## src/rtl/ifu.sv

```systemverilog
// Instruction fetch unit: owns the PC, issues one word fetch at a time, and holds the result for decode.
// Optional macro IFU_MISALIGN_CHECK_EN turns a misaligned redirect target into a sticky FAULT state.
`timescale 1ns/1ps
module ifu #(
    parameter logic [31:0] RESET_PC = 32'h8000_0000,
    parameter logic [31:0] NOP_INST = 32'h0000_0013
) (
    input  logic        clk,
    input  logic        rst,
    output logic        imem_req_valid,
    input  logic        imem_req_ready,
    output logic [31:0] imem_req_addr,
    input  logic        imem_rsp_valid,
    input  logic [31:0] imem_rsp_data,
    input  logic        redirect_valid,
    input  logic [31:0] redirect_target,
    output logic        inst_valid,
    input  logic        inst_ready,
    output logic [31:0] inst,
    output logic [31:0] inst_pc,
    output logic [31:0] inst_snpc,
    output logic        fetch_fault
);

    localparam logic [1:0] S_REQ   = 2'd0;
    localparam logic [1:0] S_WAIT  = 2'd1;
    localparam logic [1:0] S_HOLD  = 2'd2;
`ifdef IFU_MISALIGN_CHECK_EN
    localparam logic [1:0] S_FAULT = 2'd3;
`endif

    logic [1:0]  state, state_nx;
    logic [31:0] pc, pc_nx;
    logic [31:0] inst_r, inst_r_nx;
    logic        kill, kill_nx;
    logic [31:0] target;
    logic        misalign;

`ifdef IFU_MISALIGN_CHECK_EN
    assign target   = redirect_target;
    assign misalign = redirect_valid && (redirect_target[1:0] != 2'b00);
`else
    // Without the checker, low target bits are simply dropped so pc stays word-aligned.
    assign target   = redirect_target & 32'hFFFF_FFFC;
    assign misalign = 1'b0;
`endif

    always_comb begin
        // NOTE: every always_comb output gets a default first so no path leaves it unassigned (no latch).
        state_nx  = state;
        pc_nx     = pc;
        inst_r_nx = inst_r;
        kill_nx   = kill;
        case (state)
            S_REQ: begin
                if (redirect_valid) begin
                    pc_nx = target;
                    if (imem_req_ready) begin
                        state_nx = S_WAIT;
                        kill_nx  = 1'b1;
                    end
                end else if (imem_req_ready) begin
                    state_nx = S_WAIT;
                end
            end
            S_WAIT: begin
                if (redirect_valid) begin
                    pc_nx = target;
                    if (imem_rsp_valid) begin
                        state_nx = S_REQ;
                        kill_nx  = 1'b0;
                    end else begin
                        kill_nx = 1'b1;
                    end
                end else if (imem_rsp_valid) begin
                    kill_nx = 1'b0;
                    if (kill) begin
                        state_nx = S_REQ;
                    end else begin
                        inst_r_nx = imem_rsp_data;
                        state_nx  = S_HOLD;
                    end
                end
            end
            S_HOLD: begin
                // A redirect wins over a coincident consume: the held instruction is dropped.
                if (redirect_valid) begin
                    pc_nx    = target;
                    state_nx = S_REQ;
                end else if (inst_ready) begin
                    pc_nx    = pc + 32'd4;
                    state_nx = S_REQ;
                end
            end
`ifdef IFU_MISALIGN_CHECK_EN
            S_FAULT: begin
                state_nx = S_FAULT;
            end
`endif
            default: begin
                state_nx = S_REQ;
            end
        endcase
        if (misalign) begin
            state_nx = 2'd3;
            kill_nx  = 1'b0;
        end
    end

    always_ff @(posedge clk) begin
        if (rst) begin
            state  <= S_REQ;
            pc     <= RESET_PC;
            inst_r <= NOP_INST;
            kill   <= 1'b0;
        end else begin
            // NOTE: sequential state uses non-blocking assignments so all registers update together.
            state  <= state_nx;
            pc     <= pc_nx;
            inst_r <= inst_r_nx;
            kill   <= kill_nx;
        end
    end

    // Request valid is masked during reset so nothing is issued before the first rst=0 cycle.
    assign imem_req_valid = (state == S_REQ) && !rst;
    assign imem_req_addr  = pc;
    assign inst_valid     = (state == S_HOLD);
    assign inst           = inst_valid ? inst_r : NOP_INST;
    assign inst_pc        = pc;
    assign inst_snpc      = pc + 32'd4;

`ifdef IFU_MISALIGN_CHECK_EN
    assign fetch_fault = (state == S_FAULT);
`else
    assign fetch_fault = 1'b0;
`endif

endmodule
```

## config.mk

```make
export PLATFORM = sky130hd
export DESIGN_NAME = ifu
export DESIGN_NICKNAME = d
export VERILOG_FILES = /design/src/rtl/ifu.sv
export SDC_FILE = /design/constraint.sdc
export NUM_CORES = 1
export LEC_CHECK = 0
export BUFFER_PORTS_ARGS = -buffer_cell sky130_fd_sc_hd__buf_4
export CAP_MARGIN = 20
export CELL_PAD_IN_SITES_DETAIL_PLACEMENT = 0
export CELL_PAD_IN_SITES_GLOBAL_PLACEMENT = 1
export CORE_MARGIN = 3
export CORE_UTILIZATION = 30
export CTS_CLUSTER_SIZE = 24
export DETAILED_ROUTE_END_ITERATION = 6
export PLACE_DENSITY = 0.87
export SLEW_MARGIN = 20
export SYNTH_ARGS = -nofsm -noshare
export SYNTH_HDL_FRONTEND = slang
export SYNTH_SLANG_ARGS = --single-unit
```

## constraint.sdc

```tcl
create_clock -name clk -period 2.35 [get_ports clk]
set_input_delay 0.235 -clock clk [delete_from_list [all_inputs] [get_ports clk]]
set_output_delay 0.235 -clock clk [all_outputs]
set_load 0.1 [all_outputs]
```

-- Word level (Yosys, flattened, before mapping)
Cells that the tools add are included.
- output and inout port bits: 131
- bits in registers: 67
- input port bits: 70
- word-level logic and storage cells: 44
- bitwise operators: 2
- reduce and logical (&&, ||, !) cells: 10
- add/subtract/negate cells: 1
- muxes and demuxes: 19
- equality and inequality tests: 8
- operators with widths (operator ; count):
    32-bit two-way mux ; 4
    32-bit case mux with 2 select lines ; 1
    32-bit by 3-bit adder with 32-bit output, second input constant ; 1
    2-bit two-way mux ; 7
    4-bit AND reduction ; 2
    2-bit inequality test, second input constant ; 3
    2-bit case mux with 3 select lines ; 1
    3-bit AND reduction ; 2
    1-bit two-way mux ; 5
    2-bit nonzero test ; 2
    3-bit by 2-bit inequality test with 1-bit output, second input constant ; 1
    3-bit inequality test, second input constant ; 1
    2-bit by 1-bit == test with 1-bit output, second input constant ; 1
    2-bit == test, second input constant ; 1
    2-bit zero test ; 1
    2-bit by 1-bit inequality test with 1-bit output, second input constant ; 1
    1-bit inverter ; 2
    1-bit case mux with 2 select lines ; 1
    2-bit OR reduction ; 1
    1-bit logical AND ; 1
    1-bit zero test ; 1

-- Longest topological paths before layout
Gate-level depths: netlist of the first run.
- depth in word-level cells: 4
- gate-level depth with buffers: 9
- gate-level depth less buffers: 6

-- Worst setup path after synthesis of the first run
OpenSTA, ideal clock, no wires.
- path type: flip-flop to output port
- start: register pc[2] (netlist: imem_req_addr[2])
- end: output inst_snpc[24]
- data arrival time: 3899 ps
- cell stages (with the launch flop): 6
- slack: -1784 ps
- data required time: 2115 ps
- buffers on the path: 0
- cells stage by stage: dfxtp_1 -> ha_1 -> nand3_1 -> or4_1 -> nor3_1 -> xor2_1
- longest elaborated chain between the ends: 1
- ends and longest elaborated chain (item ; line ; text):
    from (decl) ; 33 ; logic [31:0] pc, pc_nx;
    from (signal assigned) ; 119 ; pc <= pc_nx;
    32-bit by 3-bit adder with 32-bit output ; 131 ; assign inst_snpc = pc + 32'd4;
    to (decl) ; 21 ; output logic [31:0] inst_snpc,
Every way passes these cells.

-- Worst setup path after layout of the first run
- start: register pc[2] (netlist: imem_req_addr[2])
- end: output inst_snpc[22]
The elaborated chain is that of the path after synthesis.

==> results of run 1 <==
layout by cell type, fill, tap and decap left out, types with 3 or more instances in the layout:
cell                        netlist  final
sky130_fd_sc_hd__buf_4           37    221
sky130_fd_sc_hd__nand2_1        101    100
sky130_fd_sc_hd__a21oi_1         50     49
sky130_fd_sc_hd__dfxtp_1         65     36
sky130_fd_sc_hd__nor2_1          28     27
sky130_fd_sc_hd__dfxtp_4          0     25
sky130_fd_sc_hd__and2_1          31     22
sky130_fd_sc_hd__nand3_1         20     15
sky130_fd_sc_hd__nand4_1         11     11
sky130_fd_sc_hd__xnor2_4          0     11
sky130_fd_sc_hd__o21ai_0         11     11
sky130_fd_sc_hd__nor3_1          12     10
sky130_fd_sc_hd__clkbuf_16        0     10
sky130_fd_sc_hd__buf_6            0     10
sky130_fd_sc_hd__and3_1          11      9
sky130_fd_sc_hd__and2_2           0      9
sky130_fd_sc_hd__a31oi_1          9      9
sky130_fd_sc_hd__xor2_4           0      8
sky130_fd_sc_hd__mux2i_1          8      8
sky130_fd_sc_hd__buf_12           0      8
sky130_fd_sc_hd__inv_1            7      7
sky130_fd_sc_hd__xnor2_2          0      7
sky130_fd_sc_hd__nand2b_1         7      7
sky130_fd_sc_hd__a22oi_1          7      7
sky130_fd_sc_hd__conb_1           1      7
sky130_fd_sc_hd__nand3b_1         6      6
sky130_fd_sc_hd__o22ai_1          5      5
sky130_fd_sc_hd__nor4_4           2      4
sky130_fd_sc_hd__nor2b_1          5      4
sky130_fd_sc_hd__or3_1            4      4
sky130_fd_sc_hd__dfxtp_2          0      4
sky130_fd_sc_hd__nand3_4          1      3
sky130_fd_sc_hd__nor3_4           0      3
sky130_fd_sc_hd__nand3_2          0      3
sky130_fd_sc_hd__a21o_1           3      3
sky130_fd_sc_hd__o31ai_1          3      3
sky130_fd_sc_hd__a2bb2oi_1        3      3
state kept, by name, indices dropped and copies added, names as in the netlist:
signal,flops
imem_req_addr,30
state,2
kill,1
inst_r,32
how the worst min path moves through the flow:
| stage | end | slack (ps) | cells after the start |
|---|---|---|---|
| 3_5_place_dp | inst_r[15]$_SDFFE_PP0P_ | 440 | 2 |
| 3_3_place_gp | inst_r[26]$_SDFFE_PP0P_ | 440 | 2 |
| 5_1_grt | inst_r[4]$_SDFFE_PP1P_ | 110 | 3 |
| 4_1_cts | inst_r[4]$_SDFFE_PP1P_ | 100 | 3 |
| 6_report | inst_r[4]$_SDFFE_PP1P_ | 110 | 3 |
| 2_1_floorplan | inst_r[0]$_SDFFE_PP1P_ | 360 | 2 |
routing by layer:
| metal | share of wire [%] | vias up |
|---|---|---|
| li1 | - | 2202 |
| met1 | 39 | 2132 |
| met2 | 50 | 163 |
| met3 | 8.4 | 21 |
| met4 | 2.3 | 0 |
| met5 | 0 | - |
critical path: cells and delay by family (launching register included):
family        cells  cell delay (ps)
xor+xnor          1              170
flops             1              370
buf+inv           2              350
simple gates      3              750
fa+ha+maj         1              150
final cells by class:
type,instances,area (sq um)
inverters,7,26.3
clock buffers,12,268
flip-flops and latches,65,1400
repair buffers,240,1950
multi-input cells,407,2950
clock inverters,4,32.5
fillers,1260,6500
well taps,176,220
logic make-up (layout without fill, tap and decap cells):
group | after synthesis | count (layout)
DFF | 65 | 65
xor gates and xnor gates | 28 | 28
and+or+nand+nor | 259 | 259
adders and majority gates | 1 | 1
muxes | 10 | 10
AOI/OAI and AO/OA | 102 | 102
other | 1 | 7
buffers and inverters | 83 | 263
per-stage QoR:
stage               instances  total power [W]  setup slack [ps]
floorplan                 555          0.00223              -389
global placement          873          0.00247               105
detailed placement        873          0.00248              70.2
CTS                       904          0.00386             -69.9
global route              911          0.00399             -87.0
finish                    911          0.00384             -13.3
cell usage after synthesis, types with 3 or more instances:
cell                          n
sky130_fd_sc_hd__nand2_1    101
sky130_fd_sc_hd__dfxtp_1     65
sky130_fd_sc_hd__a21oi_1     50
sky130_fd_sc_hd__buf_4       37
sky130_fd_sc_hd__and2_1      31
sky130_fd_sc_hd__nor2_1      28
sky130_fd_sc_hd__clkbuf_1    27
sky130_fd_sc_hd__nand3_1     20
sky130_fd_sc_hd__xnor2_1     18
sky130_fd_sc_hd__buf_2       12
sky130_fd_sc_hd__nor3_1      12
sky130_fd_sc_hd__and3_1      11
sky130_fd_sc_hd__nand4_1     11
sky130_fd_sc_hd__o21ai_0     11
sky130_fd_sc_hd__xor2_1      10
sky130_fd_sc_hd__a31oi_1      9
sky130_fd_sc_hd__mux2i_1      8
sky130_fd_sc_hd__a22oi_1      7
sky130_fd_sc_hd__inv_1        7
sky130_fd_sc_hd__nand2b_1     7
sky130_fd_sc_hd__nand3b_1     6
sky130_fd_sc_hd__nor2b_1      5
sky130_fd_sc_hd__o22ai_1      5
sky130_fd_sc_hd__or3_1        4
sky130_fd_sc_hd__a21o_1       3
sky130_fd_sc_hd__a2bb2oi_1    3
sky130_fd_sc_hd__nor3_2       3
sky130_fd_sc_hd__nor3b_1      3
sky130_fd_sc_hd__o31ai_1      3
power by group through the flow:
stage | clock (W) | sequential, W | combinational (W)
after floorplan | 0 | 0.00145 | 0.000785
after global placement | 0 | 0.00124 | 0.00122
after detailed placement | 0 | 0.00125 | 0.00123
after CTS | 0.00138 | 0.00122 | 0.00126
after global routing | 0.00143 | 0.00122 | 0.00133
final | 0.00134 | 0.00122 | 0.00128
timing repair:
item                                    in CTS  in global routing
hold endpoints to repair                     0                  0
resized for setup                           24                 18
buffers inserted                            15                  7
endpoints found under the setup margin      17                 14
pin swaps                                    9                  5
hold buffers                                 0                  0
==> out/metrics.cfg, run 1 <==
[synth]
synth_compound_gate_area_share_pct=15.1
post_synth_num_cell_types=55
synth_top_cell_area_share_pct=31.6
synth.yosys.seq_area_share_pct=31.6
post_synth.cell_area_avg_sq_um=7.50
post_synth_fa_ha_maj_area_fraction_pct=0.304
syn_inst=549
synth-seq-cells=65
mappedNetlistArea_sq_um=4120
synthXorXnorAreaFrac_pct=5.95
synthFlopType=sky130_fd_sc_hd__dfxtp_1
synth_edf_count=0
synth_simple_gate_area_share_pct=33.2
muxShareOfSynthArea_pct=2.49
synthArstFlopShare_pct=0
synth.yosys.warnings=0
yosys-top-cells-area=sky130_fd_sc_hd__dfxtp_1 32%, sky130_fd_sc_hd__nand2_1 9.2%, sky130_fd_sc_hd__buf_4 6.7%
synth_top_area_cell=sky130_fd_sc_hd__dfxtp_1
combinational_family_with_the_most_area_after_synthesis=simple AND/OR/NAND/NOR gates

[setup_path]
worst_r2r_dst=imem_req_addr[26]$_SDFFE_PP0P_
crit_arrival_ps=2130
crit_path_max_incr_delay_ps=530
worst_setup_path_startpoint=imem_req_addr[2]$_SDFFE_PP0P_
critical_path_destination=inst_snpc[22]
timing.critical_path.cells=ha_4 > nand3_4 > or4_4 > nor3_2 > buf_4 > xor2_4 > buf_12
cp.required_ps=2120
criticalPathCategory=reg -> out
reg2reg_setup_slack_ps=390
critical_path_capture_point_type=output port
startpoint_class_of_the_critical_path=flop
worst_r2r_path_depth=6
timing.rr.start=imem_req_addr[11]$_SDFFE_PP0P_
critPathSlowestCell=sky130_fd_sc_hd__or4_4
critPathMaxFanout=4

[min_path]
hold_path.class=in -> reg
worstHoldStart=imem_rsp_data[4]

[status]
outcome=finished, violations left
failing_checks=setup timing

[route]
vias=4518
post_drt_via_cell_ratio=4.96
routed_wirelength_um=14300
detailedRoute.firstIterationViolations=308
drc=0
route.detailed.wl_per_inst_um=15.7
antenna_nets_post_route=0
detailedRoute.firstPassIterationCount=4

[power_and_ir_drop]
netSwitchingPower_w=0.00154
switching_share_pct=40.1
power.sequential.fraction_pct=31.6
power_per_cell_area_nw_per_um2=561
leakagePower_nw=3.04
clock_power_share_pct=35.0
max-vdd-ir-drop_v=0.000368
cell_internal_pwr_w=0.00230
power.share.combinational_pct=33.4

[final_layout]
area.growth.synth_to_final_pct=66.1
insertedDiodeCount=0
finish.utilization_pct=51.3
post_route_cells_drive_above_1_share_pct=47.8
final_net_count=801
finish.instance_area_sq_um=6840

[clock_network]
cts-buffers-inserted=9
tritoncts=built
clkSlewWorstSetupHoldPaths_ps=60
cts_root_buf=sky130_fd_sc_hd__clkbuf_16
tritoncts_num_sinks=65
htree_num_levels=3
cts_buffer_depth=2
clk-insertion-delay-late_ps=340

[grt]
overflow=0
number_of_antenna_violations_at_the_first_check_in_global_routing=0
met2_demand_to_capacity_share_in_global_routing_pct=31.5
groute.layer.met3.usage_pct=6.13
top_usage_layer=met2
grt_util_all_layers_pct=18.2
gr-usage-met1_pct=21.1
first_global_vias=4274
grt_pass1_wl_um=21900
grt_max_degree=70

[sta]
hold_slack_ps=114
final_period_minus_worst_setup_slack_ps=2360
grt_setup_unrepaired=yes
final.period_utilization_pct=101
finalSetupTns_ps=-31.7
final_max_slew_viol_count=0
setup_viol_count_final=3
max_freq_mhz=423
clock-skew-final_ps=4.58
worst_slew_pin_slew_ps=772
finalHoldViolCount=0
max-slew-margin-rel_pct=48.5
post-route-worst-setup-slack_ps=-13.3

[floorplan]
die_span_in_y_um=123
std_cell_rows=42
io_count=201
start_util_pct=30.9
dieArea_sq_um=15200
dieWidth_um=123
fp.coreArea_sq_um=13300

[flow_run]
drv.max_cap_violation_count=0

[placed_design]
gp_congestion=0.844
buffer_ports.inserted=191
dp_hpwl_um=10400
placed_cell_area_sq_um=6200

Power figures use the tool's default switching activity.
==> inputs of run 2 (changes only) <==
--- a/config.mk
+++ b/config.mk
@@ -5,10 +5,12 @@
 export SDC_FILE = /design/constraint.sdc
 export NUM_CORES = 1
 export LEC_CHECK = 0
+export ABC_AREA = 0
 export BUFFER_PORTS_ARGS = -buffer_cell sky130_fd_sc_hd__buf_4
 export CAP_MARGIN = 20
 export CELL_PAD_IN_SITES_DETAIL_PLACEMENT = 0
 export CELL_PAD_IN_SITES_GLOBAL_PLACEMENT = 1
+export CORE_ASPECT_RATIO = 0.5
 export CORE_MARGIN = 3
 export CORE_UTILIZATION = 30
 export CTS_CLUSTER_SIZE = 24
==> run 2 against run 1 <==
The run still ends with setup timing left. Combinational power about the same. Sequential share of layout area down 0.47 points. Maximum frequency is 0.39% lower. Die area up 0.56%. Largest cell class unchanged. Count of clock-buffer cells in the layout unchanged. Utilization grew 2.5 points. Total power grew 4.3%. Clock skew rose by 0.64 ps. Hold slack got worse by 2.1 ps. Register-to-register slack got worse by 40 ps. Via count is 0.38% higher. Critical path depth stayed put.
==> out/metrics.cfg, run 2 (synthesis results as in run 1) <==
[status]
outcome=finished, violations left
failing_checks=setup timing

[final_layout]
final_net_count=811  ; +1.2%
fin_cells=915  ; +0.44%
layout.cells.most_common=sky130_fd_sc_hd__buf_4
area.growth.synth_to_final_pct=70.0
insertedDiodeCount=0  ; unchanged
post_route_cells_drive_above_1_share_pct=49.1  ; +1.4 points
layout_common_cells=229 x sky130_fd_sc_hd__buf_4, 100 x sky130_fd_sc_hd__nand2_1, 49 x sky130_fd_sc_hd__a21oi_1
largest_register_ffs=32  ; unchanged
regMostFlops=inst_r

[clock_network]
cts-buffers-inserted=9  ; unchanged
clkSlewWorstSetupHoldPaths_ps=60  ; about the same
cts_root_buf=sky130_fd_sc_hd__clkbuf_16
tritoncts=built
cts_hold_buffers=0  ; unchanged
tritoncts_num_sinks=65  ; unchanged
cts_buffer_depth=2  ; unchanged
htree_num_levels=3  ; unchanged
clk-insertion-delay-late_ps=330  ; about the same

[floorplan]
io_count=201  ; unchanged
die_span_in_y_um=88.9  ; -28%
std_cell_rows=29  ; -31%
dieWidth_um=172  ; +39%
dieArea_sq_um=15300  ; +0.56%
fp.coreArea_sq_um=13000  ; -2.4%
start_util_pct=31.6  ; +0.76 points

[route]
post_drt_via_cell_ratio=4.96  ; about the same
vias=4535  ; +0.38%
detailedRoute.firstIterationViolations=216  ; -30%
drc=0  ; unchanged
detailedRoute.firstPassIterationCount=4  ; unchanged
route.detailed.wl_per_inst_um=15.2  ; -2.7%
antenna_nets_post_route=0  ; unchanged
routed_wirelength_um=13900  ; -2.3%

[placed_design]
gp_congestion=0.779  ; -7.6%
buffer_ports.inserted=191  ; unchanged
preCtsSetupSlack_ps=111  ; +40.9 ps
dp_hpwl_um=9780  ; -6.1%
place.detailed.instances=865  ; -0.92%

[setup_path]
critical_path_capture_point_type=output port
startpoint_class_of_the_critical_path=flop
cp.required_ps=2120  ; about the same
crit_arrival_ps=2140  ; about the same
critPathMaxFanout=4  ; unchanged
criticalPathCategory=reg -> out

[power_and_ir_drop]
power_per_cell_area_nw_per_um2=572  ; +1.9%
leakagePower_nw=3.10  ; +2.1%
max-vdd-ir-drop_v=0.000377  ; +2.5%

[flow_run]
drv.max_cap_violation_count=0  ; unchanged

[sta]
final.period_utilization_pct=101  ; +0.40 points
max_freq_mhz=421  ; -0.39%
post-route-worst-setup-slack_ps=-22.6  ; -9.31 ps
finalSetupTns_ps=-46.9  ; -15.2 ps
finalHoldViolCount=0  ; unchanged
clock-skew-final_ps=5.22  ; +0.639 ps
setup_viol_count_final=3  ; unchanged
max-slew-margin-rel_pct=62.7  ; +14 points
final_period_minus_worst_setup_slack_ps=2370  ; +9.31 ps
grt_setup_unrepaired=yes
worst_slew_pin_slew_ps=560  ; -212 ps
final_max_slew_viol_count=0  ; unchanged

[grt]
grt_pass1_wl_um=21700  ; -0.86%
grt_util_all_layers_pct=17.7  ; -0.55 points
overflow=0  ; unchanged
grt_max_degree=49  ; -30%
first_global_vias=4356  ; +1.9%
number_of_antenna_violations_at_the_first_check_in_global_routing=0  ; unchanged

[min_path]
hold_path.class=in -> reg

run 2: changes by cell type in the layout (fill, tap and decap cells not counted), moves of 2 or more:
| cell | previous run | this run |
|---|---|---|
| sky130_fd_sc_hd__buf_4 | 221 | 229 |
| sky130_fd_sc_hd__buf_12 | 8 | 11 |
| sky130_fd_sc_hd__nand3_1 | 15 | 12 |
| sky130_fd_sc_hd__nand3_2 | 3 | 6 |
| sky130_fd_sc_hd__buf_6 | 10 | 8 |
run 2: area by class of cell:
type | count | area (sq um)
clock buffer | 12 | 289
clock inverter | 4 | 53.8
inverter | 7 | 26.3
fill | 1205 | 6020
timing repair buffer | 250 | 2060
tap | 170 | 213
sequential | 65 | 1400
multi-input combinational | 407 | 2960
run 2: worst max-delay path, cell delays in order, from the launching register on:
cell	delay, ps
sky130_fd_sc_hd__dfxtp_4	370
sky130_fd_sc_hd__ha_4	150
sky130_fd_sc_hd__nand3_4	90
sky130_fd_sc_hd__or4_4	560
sky130_fd_sc_hd__nor3_2	130
sky130_fd_sc_hd__buf_4	170
sky130_fd_sc_hd__xor2_4	150
sky130_fd_sc_hd__buf_12	190
run 2: report_power, final:
group | leakage (nW) | switching [W] | internal, W
Combinational | 2.39 | 0.000941 | 0.000355
Sequential | 0.549 | 0.0000700 | 0.00114
Clock | 0.170 | 0.000519 | 0.000983
Total | 3.10 | 0.00153 | 0.00248
run 2: final timing paths:
check	startpoint	to	slack (ps)	depth (start not counted)
worst max register to register	imem_req_addr[12]$_SDFFE_PP0P_	imem_req_addr[26]$_SDFFE_PP0P_	350	6
worst min-delay path	imem_rsp_data[0]	inst_r[0]$_SDFFE_PP1P_	110	3
worst min register to register	inst_r[7]$_SDFFE_PP0P_	inst_r[7]$_SDFFE_PP0P_	450	2
worst max-delay path	imem_req_addr[2]$_SDFFE_PP0P_	inst_snpc[24]	-20	7
run 2: stage by stage:
| step | cell area [sq um] | utilization, % | total power, W | hold WS, ps |
|---|---|---|---|---|
| 6_report | 7000 | 53.8 | 0.00401 | 112 |
| 5_1_grt | 7000 | 53.8 | 0.00416 | 123 |
| 4_1_cts | 6770 | 52.0 | 0.00402 | 103 |
| 3_5_place_dp | 6170 | 47.3 | 0.00247 | 443 |
| 3_3_place_gp | 6170 | 47.3 | 0.00246 | 437 |
| 2_1_floorplan | 4800 | - | 0.00223 | 359 |
run 2: repair_timing:
action                                  CTS  global route
endpoints found under the setup margin   16            17
pin swaps                                14            16
gates resized for setup                  32            26
buffers inserted                         18            16
run 2: per-layer routing:
layer	wire (um)	track usage, %	share of wire [%]	vias up
met5	0	0	0	-
met1	6000	21.8	43	2159
met3	817	4.42	5.9	15
met4	205	5.58	1.5	0
li1	-	-	-	2230
met2	6910	30.9	50	131
==> inputs of run 3 (changes only) <==
==> constraint.sdc (replaced) <==
create_clock -name clk -period 2.35 [get_ports clk]
set_input_delay 0.47 -clock clk [delete_from_list [all_inputs] [get_ports clk]]
set_output_delay 0.47 -clock clk [all_outputs]
set_load 0.1 [all_outputs]
==> run 3 against run 2 <==
Total power increased by 1.3%. Non-clock buffer count increased by 19. Global-route usage increased by 0.96 points. Critical endpoint is now inst_snpc[22]. Cell area increased by 5.5%. The run still ends with setup timing left. Die area unchanged. Clock skew increased by 1.8 ps. Utilization increased by 3.0 points. First-iteration DRC count increased by 8.8%. Highest routed layer unchanged. Maximum frequency decreased by 6.5%. Cell count increased by 2.1%. Clock power about the same. Via count increased by 1.4%.
==> out/metrics.cfg, run 3 (synthesis results as in run 1) <==
[status]
outcome=finished, violations left
failing_checks=setup timing

[route]
antenna_nets_post_route=0  ; unchanged
highest-signal-layer=met4
post_drt_via_cell_ratio=4.92  ; -0.65%
detailedRoute.firstIterationViolations=235  ; +8.8%
detailedRoute.firstPassIterationCount=5  ; +1
route.detailed.wl_per_inst_um=15.5  ; +1.6%
routed-wl-met3_um=929  ; +14%
met2_length_um=7340  ; +6.1%
vias=4599  ; +1.4%
routed_wirelength_um=14500  ; +3.7%
drc=0  ; unchanged
m1WireLength_um=5920  ; -1.2%

[final_layout]
insertedDiodeCount=0  ; unchanged
finish.instance_area_sq_um=7390  ; +5.5%
post_route_cells_drive_above_1_share_pct=50.8  ; +1.7 points
layout.cells.most_common=sky130_fd_sc_hd__buf_4
final_net_count=830  ; +2.3%
regMostFlops=inst_r
largest_register_ffs=32  ; unchanged
layout_common_cells=239 x sky130_fd_sc_hd__buf_4, 99 x sky130_fd_sc_hd__nand2_1, 49 x sky130_fd_sc_hd__a21oi_1
area.growth.synth_to_final_pct=79.4

[power_and_ir_drop]
power_per_cell_area_nw_per_um2=549  ; -4.0%
switching_share_pct=38.1  ; -0.12 points
leakagePower_nw=3.26  ; +5.2%
power.sequential.fraction_pct=29.4  ; -0.8 points
netSwitchingPower_w=0.00155  ; +1.0%
power.share.combinational_pct=33.6  ; +1.3 points
clock_power_share_pct=37.1  ; -0.4 points
max-vdd-ir-drop_v=0.000297  ; -21%
cell_internal_pwr_w=0.00252  ; +1.5%

[setup_path]
startpoint_class_of_the_critical_path=flop
crit_arrival_ps=2070  ; -70 ps
critPathMaxFanout=3  ; -1
reg2reg_setup_slack_ps=380  ; +30 ps
critical_path_capture_point_type=output port
criticalPathCategory=reg -> out
worst_r2r_path_depth=7  ; +1
cp.required_ps=1880  ; -240 ps

[grt]
grt_max_degree=53  ; +8.2%
number_of_antenna_violations_at_the_first_check_in_global_routing=0  ; unchanged
grt_pass1_wl_um=22700  ; +4.8%
grt_util_all_layers_pct=18.7  ; +0.96 points
overflow=0  ; unchanged
first_global_vias=4587  ; +5.3%

[floorplan]
dieArea_sq_um=15300  ; unchanged
std_cell_rows=29  ; unchanged
fp.coreArea_sq_um=13000  ; unchanged
start_util_pct=31.6  ; unchanged
dieWidth_um=172  ; unchanged
die_span_in_y_um=88.9  ; unchanged
io_count=201  ; unchanged

[sta]
clock-skew-final_ps=7.06  ; +1.84 ps
max_freq_mhz=394  ; -6.5%
setup_viol_count_final=17  ; +14
grt_setup_unrepaired=yes
final_period_minus_worst_setup_slack_ps=2540  ; +166 ps
worst_slew_pin_slew_ps=574  ; +13.7 ps
finalHoldViolCount=0  ; unchanged
max-slew-margin-rel_pct=61.8  ; -0.92 points
final.period_utilization_pct=108  ; +7.1 points
final_max_slew_viol_count=0  ; unchanged
post-route-worst-setup-slack_ps=-189  ; -166 ps
hold_slack_ps=354  ; +242 ps

[min_path]
worstHoldPathCells=3  ; unchanged
hold_path.class=in -> reg

[placed_design]
dp_hpwl_um=10200  ; +4.8%
gp_congestion=0.761  ; -2.4%
buffer_ports.inserted=191  ; unchanged
placed_cell_area_sq_um=6550  ; +6.2%

[clock_network]
tritoncts_num_sinks=65  ; unchanged
cts_root_buf=sky130_fd_sc_hd__clkbuf_16
cts-buffers-inserted=9  ; unchanged
tritoncts=built
cts_buffer_depth=2  ; unchanged
htree_num_levels=3  ; unchanged
clkSlewWorstSetupHoldPaths_ps=60  ; about the same
clk-insertion-delay-late_ps=330  ; about the same

[flow_run]
drv.max_cap_violation_count=0  ; unchanged

==> run 3: layout make-up <==
type	instances	area (sq um)
inverter	7	26.3
sequential	65	1400
multi-input combinational	407	3080
clock buffer	12	289
fill	1136	5630
tap	170	213
timing repair buffer	269	2330
clock inverter	4	51.3
==> run 3: path summary, 6_finish.rpt <==
path | start | end
min | imem_rsp_data[4] | inst_r[4]$_SDFFE_PP1P_
min reg2reg | inst_r[8]$_SDFFE_PP0P_ | inst_r[8]$_SDFFE_PP0P_
max reg2reg | imem_req_addr[4]$_SDFFE_PP0P_ | imem_req_addr[25]$_SDFFE_PP0P_
max | imem_req_addr[15]$_SDFFE_PP0P_ | inst_snpc[22]
==> run 3: per-stage QoR <==
stage | utilization, % | power (W) | worst slack (ps) | TNS, ps | cells
6_report | 56.7 | 0.00406 | -189 | -1740 | 934
2_1_floorplan | - | 0.00224 | -466 | -4990 | 555
4_1_cts | 56.0 | 0.00410 | -229 | -2000 | 928
3_5_place_dp | 50.3 | 0.00251 | -62.7 | -62.7 | 896
5_1_grt | 56.7 | 0.00422 | -268 | -3230 | 934
3_3_place_gp | 50.3 | 0.00250 | -31.0 | -31.0 | 896
==> run 3: per-layer routing <==
layer	vias to the layer above	global-route usage, %
li1	2263	-
met1	2161	21.7
met2	154	34.2
met3	21	5.13
met4	0	5.29
met5	-	0
==> run 3: worst max-delay path, stage by stage (launching register included) <==
cell                      delay, ps
sky130_fd_sc_hd__dfxtp_4        360
sky130_fd_sc_hd__nand4_4        120
sky130_fd_sc_hd__or4_4          580
sky130_fd_sc_hd__nor3_4         310
sky130_fd_sc_hd__xor2_4         190
sky130_fd_sc_hd__buf_12         190
==> run 3: power by group through the flow <==
stage / Combinational, W / Sequential, W / Clock, W
after floorplan: 0.000794 / 0.00145 / 0
after global placement: 0.00128 / 0.00122 / 0
after detailed placement: 0.00129 / 0.00122 / 0
after CTS: 0.00136 / 0.00119 / 0.00155
after global routing: 0.00142 / 0.00120 / 0.00160
final: 0.00136 / 0.00119 / 0.00151
==> run 3: repair_timing <==
item | in CTS | in global routing
gates resized for setup | 68 | 8
setup buffers | 16 | 6
hold buffers | 0 | 0
setup endpoints to repair | 22 | 22
pin swaps | 21 | 8
